`src/rtl/noc_pkg.sv`:
```
// Shared NoC definitions: flit type codes, header field positions, widths,
// FSM state encoding and the header flit builder.
package noc_pkg;

  localparam int FLIT_W  = 32;
  localparam int COORD_W = 2;
  localparam int CNT_W   = 3;
  localparam int LEN_W   = 4;
  localparam int SEQ_W   = 8;
  localparam int DATA_W  = 30;

  localparam logic [1:0] FLIT_HEAD = 2'b00;
  localparam logic [1:0] FLIT_BODY = 2'b10;
  localparam logic [1:0] FLIT_TAIL = 2'b11;

  // Header field LSB positions (type occupies [31:30])
  localparam int TYPE_LSB  = 30;
  localparam int SRC_X_LSB = 28;
  localparam int SRC_Y_LSB = 26;
  localparam int DST_X_LSB = 24;
  localparam int DST_Y_LSB = 22;
  localparam int LEN_LSB   = 18;
  localparam int SEQ_LSB   = 10;

  typedef enum logic [1:0] {
    ST_IDLE = 2'd0,
    ST_HEAD = 2'd1,
    ST_BODY = 2'd2,
    ST_TAIL = 2'd3
  } pkt_state_e;

  // Assemble a header flit; bits [9:0] stay zero
  function automatic logic [FLIT_W-1:0] build_header(
    input logic [COORD_W-1:0] src_x,
    input logic [COORD_W-1:0] src_y,
    input logic [COORD_W-1:0] dst_x,
    input logic [COORD_W-1:0] dst_y,
    input logic [LEN_W-1:0]   len,
    input logic [SEQ_W-1:0]   seq
  );
    logic [FLIT_W-1:0] flit;
    flit = '0;
    flit[TYPE_LSB  +: 2]       = FLIT_HEAD;
    flit[SRC_X_LSB +: COORD_W] = src_x;
    flit[SRC_Y_LSB +: COORD_W] = src_y;
    flit[DST_X_LSB +: COORD_W] = dst_x;
    flit[DST_Y_LSB +: COORD_W] = dst_y;
    flit[LEN_LSB   +: LEN_W]   = len;
    flit[SEQ_LSB   +: SEQ_W]   = seq;
    return flit;
  endfunction

endpackage

```
`src/rtl/noc_credit_gate.sv`:
```
// Credit gate: a flit may be registered only when the router FIFO occupancy
// plus the flit currently on the wire (not yet counted) is below the depth.
module noc_credit_gate
  import noc_pkg::*;
#(
  parameter int FIFO_DEPTH = 4
) (
  input  logic             enable,
  input  logic [CNT_W-1:0] count_out_local,
  input  logic             push_local,
  output logic             can_push
);

  localparam logic [CNT_W:0] DEPTH_L = FIFO_DEPTH[CNT_W:0];

  logic [CNT_W:0] inflight_s;

  // Occupancy plus in-flight push compared against FIFO depth
  always_comb begin
    inflight_s = {1'b0, count_out_local} + {{CNT_W{1'b0}}, push_local};
    can_push   = enable & (inflight_s < DEPTH_L);
  end

endmodule

```
`src/rtl/noc_packetizer.sv`:
```
// Injection-side network interface: turns a descriptor plus len+1 data words
// into a header/body/tail flit stream for the router local port.
// Optional build macro NOC_PKT_STATS_EN adds pkt_count / flit_count outputs.
module noc_packetizer
  import noc_pkg::*;
#(
  parameter int FIFO_DEPTH = 4,
  parameter int MAX_BODY   = 15
) (
  input  logic               clk,
  input  logic               reset,
  input  logic               enable,
  input  logic [COORD_W-1:0] routeridx,
  input  logic [COORD_W-1:0] routeridy,
  input  logic               msg_valid,
  output logic               msg_ready,
  input  logic [COORD_W-1:0] msg_dst_x,
  input  logic [COORD_W-1:0] msg_dst_y,
  input  logic [LEN_W-1:0]   msg_len,
  input  logic               data_valid,
  output logic               data_ready,
  input  logic [DATA_W-1:0]  data_in,
  output logic [FLIT_W-1:0]  local_in,
  output logic               push_local,
  input  logic [CNT_W-1:0]   count_out_local
`ifdef NOC_PKT_STATS_EN
  ,
  output logic [15:0]        pkt_count,
  output logic [15:0]        flit_count
`endif
);

  localparam logic [LEN_W-1:0] MAX_LEN = MAX_BODY[LEN_W-1:0];

  pkt_state_e          state_r;
  pkt_state_e          state_s;
  logic [COORD_W-1:0]  dst_x_r;
  logic [COORD_W-1:0]  dst_y_r;
  logic [LEN_W-1:0]    len_r;
  logic [LEN_W-1:0]    body_cnt_r;
  logic [SEQ_W-1:0]    seq_r;
  logic [LEN_W-1:0]    len_in_s;
  logic                can_push_s;
  logic                push_s;
  logic [FLIT_W-1:0]   flit_s;

  noc_credit_gate #(.FIFO_DEPTH(FIFO_DEPTH)) u_credit_gate (
    .enable          (enable),
    .count_out_local (count_out_local),
    .push_local      (push_local),
    .can_push        (can_push_s)
  );

  assign len_in_s = (msg_len > MAX_LEN) ? MAX_LEN : msg_len;

  // FSM state register
  always_ff @(posedge clk or posedge reset) begin
    if (reset) begin
      state_r <= ST_IDLE;
    end else begin
      state_r <= state_s;
    end
  end

  // FSM next state: advance only on accepted descriptor or registered flit
  always_comb begin
    state_s = state_r;
    case (state_r)
      ST_IDLE: begin
        if (msg_valid && msg_ready) state_s = ST_HEAD;
        else                        state_s = ST_IDLE;
      end
      ST_HEAD: begin
        if (push_s) state_s = (len_r == {LEN_W{1'b0}}) ? ST_TAIL : ST_BODY;
        else        state_s = ST_HEAD;
      end
      ST_BODY: begin
        if (push_s && (body_cnt_r == {{(LEN_W-1){1'b0}}, 1'b1})) state_s = ST_TAIL;
        else                                                     state_s = ST_BODY;
      end
      ST_TAIL: begin
        if (push_s) state_s = ST_IDLE;
        else        state_s = ST_TAIL;
      end
      default: state_s = ST_IDLE;
    endcase
  end

  // FSM outputs: handshake readies, push decision and flit to register
  always_comb begin
    msg_ready  = 1'b0;
    data_ready = 1'b0;
    push_s     = 1'b0;
    flit_s     = local_in;
    case (state_r)
      ST_IDLE: msg_ready = enable & ~reset;
      ST_HEAD: begin
        push_s = can_push_s;
        flit_s = build_header(routeridx, routeridy, dst_x_r, dst_y_r, len_r, seq_r);
      end
      ST_BODY: begin
        data_ready = can_push_s;
        push_s     = can_push_s & data_valid;
        flit_s     = {FLIT_BODY, data_in};
      end
      ST_TAIL: begin
        data_ready = can_push_s;
        push_s     = can_push_s & data_valid;
        flit_s     = {FLIT_TAIL, data_in};
      end
      default: begin
        push_s = 1'b0;
      end
    endcase
  end

  // Datapath: latch descriptor, register flits, track body count and sequence
  always_ff @(posedge clk or posedge reset) begin
    if (reset) begin
      local_in   <= {FLIT_W{1'b0}};
      push_local <= 1'b0;
      dst_x_r    <= {COORD_W{1'b0}};
      dst_y_r    <= {COORD_W{1'b0}};
      len_r      <= {LEN_W{1'b0}};
      body_cnt_r <= {LEN_W{1'b0}};
      seq_r      <= {SEQ_W{1'b0}};
    end else begin
      push_local <= push_s;
      if (push_s) begin
        local_in <= flit_s;
      end
      if (msg_valid && msg_ready) begin
        dst_x_r <= msg_dst_x;
        dst_y_r <= msg_dst_y;
        len_r   <= len_in_s;
      end
      if (push_s && (state_r == ST_HEAD)) begin
        body_cnt_r <= len_r;
        seq_r      <= seq_r + 8'd1;
      end else if (push_s && (state_r == ST_BODY)) begin
        body_cnt_r <= body_cnt_r - 4'd1;
      end
    end
  end

`ifdef NOC_PKT_STATS_EN
  // Statistics: flits and completed packets pushed, 16-bit wrap
  always_ff @(posedge clk or posedge reset) begin
    if (reset) begin
      pkt_count  <= 16'd0;
      flit_count <= 16'd0;
    end else begin
      if (push_s) begin
        flit_count <= flit_count + 16'd1;
      end
      if (push_s && (state_r == ST_TAIL)) begin
        pkt_count <= pkt_count + 16'd1;
      end
    end
  end
`endif

endmodule

```
`config.mk`:
```
export PLATFORM = sky130hd
export DESIGN_NAME = noc_packetizer
export DESIGN_NICKNAME = d
export VERILOG_FILES = /design/src/rtl/noc_pkg.sv /design/src/rtl/noc_credit_gate.sv /design/src/rtl/noc_packetizer.sv
export SDC_FILE = /design/constraint.sdc
export NUM_CORES = 1
export LEC_CHECK = 0
export CORE_ASPECT_RATIO = 0.5
export CORE_MARGIN = 2
export CORE_UTILIZATION = 40
export CTS_CLUSTER_DIAMETER = 80
export DETAILED_ROUTE_END_ITERATION = 8
export PLACE_DENSITY = 0.83
export SYNTH_ARGS = -nofsm -noshare
export SYNTH_HDL_FRONTEND = slang
export SYNTH_SLANG_ARGS = --single-unit
export TNS_END_PERCENT = 10
```
`constraint.sdc`:
```
create_clock -name clk -period 2.1 [get_ports clk]
set_clock_uncertainty 0.1 [all_clocks]
set_input_delay 0.42 -clock clk [delete_from_list [all_inputs] [get_ports clk]]
set_output_delay 0.42 -clock clk [all_outputs]
set_load 0.005 [all_outputs]
```
==> impl_metrics.ini <==
[power_and_ir_drop]
seq_power_share_pct = 39.9
total_power_mw = 4.65
p_int_mw = 3.25
clockPowerShare_pct = 20.7
switching_share_pct = 30.1
p_switching_mw = 1.40
ir_drop_mv = 0.594
combPwrFrac_pct = 39.4
p_leak_nw = 1.62
p_per_area_nw_per_um2 = 1290

[timing]
min_period_ns = 2.02
finalSetupViolations = 0
rsz0062_at_grt = no
min_period_over_period_pct = 96.1
hold_violations = 0
slew_headroom_pct = 74.3
worst_pin_slew_ns = 0.386
setup_ws_ns = 0.0813
holdWs_ns = 0.375
slew_violations = 0
fmax_mhz = 495

[layout]
areaGrowthSynthToFinish_pct = 47.7
utilization_pct = 60.4
nets = 356
final_cell_mix = clkdlybuf4s50_1, dfrtp_1, nor2_1
drive_above_1_share_pct = 13.2
final_cells = 381
diodes = 0
final_common_cell = clkdlybuf4s50_1

[global_route]
grtUsageTotal_pct = 17.9
grt_pass1_wl_mm = 9.48
grt_pass1_vias = 2011
grt_overflow_total = 0
grt_max_degree = 56
antenna_found_initial = 0

[hold_path]
whs_path_depth = 1
worstHoldStart = seq_r[7]
worst_hold_path.endpoint = seq_r[7]
min-delay-path-class = reg2reg

[synth]
synth_ff_type = dfrtp_1
synth_top_family_by_area = simple AND/OR/NAND/NOR gates
synth_edf_count = 0
synthMuxAreaShare_pct = 12.3
synth_cell_types = 35
synth_async_sr_flop_share_pct = 100
synth-adder-area-share_pct = 1.53
syn_inst = 210
yosysWarnings = 0
synth-compound-area-share_pct = 10.5
synth_nets = 263
ys_seq_area_share_pct = 56.3
ys_ff_latch = 55
synthXorXnorAreaFrac_pct = 3.58
synth_area_per_cell_um2 = 11.6
yosys.area_share.simple_pct = 12.4
netlist_area_um2 = 2450

[clock_network]
cts_root_buf = clkbuf_16
cts_made_buffers = 5
clk_pin_slew_worst_paths_ns = 0.07
cts_tree = yes
cts.htree.levels = 2
clock_path_buffers = 2
cts_setup_buffers = 0
cts.sinks = 55
clk_latency_ns = 0.29

[setup_path]
path_class = in2out
reg2reg_slack_ns = 0.35
cp-end-kind = primary output
r2r_cells = 7
slowest_delay_ns = 0.50
crit_fanout = 3
cp_slowest_cell = clkdlybuf4s50_1
crit_arrival_ns = 1.50
r2r_end = local_in[11]
cp-start-kind = primary input
crit_chain = clkdlybuf4s50_1 > nand2b_1 > nor2_2 > and2_1 > clkdlybuf4s15_1
timing.rr.start = push_local
critPathRequiredTime_ns = 1.58

[drt]
wl_per_cell_um = 15.2
ant_nets = 0
via_per_inst = 5.05
wl_mm = 5.81
num_vias = 1924
dr.first_iter.drc_count = 84
drc_errors = 0
drt-pass1-iter-count = 4

[status]
status = complete, no violations

[placement]
place_inst = 373
hpwl_mm = 4.15
port_buffers = 84
place_ws_ns = -0.259
routabilityCongestion = 0.864

[run]
maxCapViolCount = 0

[floorplan]
initial_core_util_pct = 40.9
core_um2 = 5980
fp.dieArea_um2 = 6790
die_w_um = 115
die_h_um = 59.3
num_io_pins = 85
rows = 20
==> worst max-delay path by stage <==
stage	slack [ns]	from	to
after floorplan	0.24	reset	body_cnt_r[0]
after global placement	-0.20	count_out_local[0]	data_ready
after detailed placement	-0.26	count_out_local[0]	local_in[27]
after CTS	0.01	count_out_local[0]	data_ready
after global routing	0.009	enable	data_ready
final	0.08	enable	data_ready
==> per-stage QoR <==
stage                     setup TNS (ns)  instance area (µm²)
after detailed placement           -4.44                 3430
after global placement             -3.42                 3430
after CTS                              0                 3600
after floorplan                        0                 2450
final                                  0                 3610
after global routing                   0                 3610
==> power by group through the flow <==
stage                     sequential [mW]  clock [mW]  combinational [mW]
after floorplan                      1.83           0               0.883
after global placement               1.84           0                1.77
after detailed placement             1.87           0                1.84
after CTS                            1.86       0.975                1.86
after global routing                 1.91        1.01                2.00
final                                1.86       0.960                1.83
==> sequential cells by signal, summed over array words and instances, names as in the netlist <==
name / cells
dst_x_r: 2
dst_y_r: 2
state_r: 2
body_cnt_r: 4
seq_r: 8
local_in: 32
len_r: 4
push_local: 1
==> layout make-up <==
cell class              instances  area (µm²)
well taps                      77        96.3
clock buffers                   6         139
clock inverters                 2        35.0
inverters                       5        21.3
repair buffers                 97         950
flip-flops and latches         55        1380
fillers                       480        2370
multi-input cells             139         996
==> repair_timing <==
action | in CTS | in global routing
resized for setup | 3 | 3
hold buffers | 0 | 0
endpoints found under the setup margin | 3 | 1
cloned | 0 | 0
==> worst max-delay path: cells and delay by family <==
kind | cells | cell delay (ns)
buffers and inverters | 2 | 0.72
and+or+nand+nor | 3 | 0.36
==> synthesized netlist by cell type, types with 4 or more instances <==
cell      n  area, µm²
nand4_1   4       25.0
buf_2     5       25.0
mux2_2    9        101
a21oi_1  20        100
buf_4     4       30.0
mux2i_1  20        200
xnor2_1  10       87.6
dfrtp_1  55       1380
nor2_1   23       86.3
a22o_1   11       96.3
nand2_1  13       48.8
inv_1     4       15.0
==> routing by layer <==
metal,up-vias,wire [µm],share of wire (%),track usage (%)
li1,924,-,-,-
met1,963,2550,44,22.1
met2,30,3030,52,32.7
met3,7,168,2.9,3.07
met4,0,61,1.0,5.57
met5,-,0,0,0
==> cells by family after synthesis <==
group / count (synthesis)
compound gates: 40
fa+ha+maj: 3
mux: 29
xor+xnor: 10
simple gates: 57
flops: 55
buf+inv: 16
No activity file was read; power rests on OpenSTA's default activity.
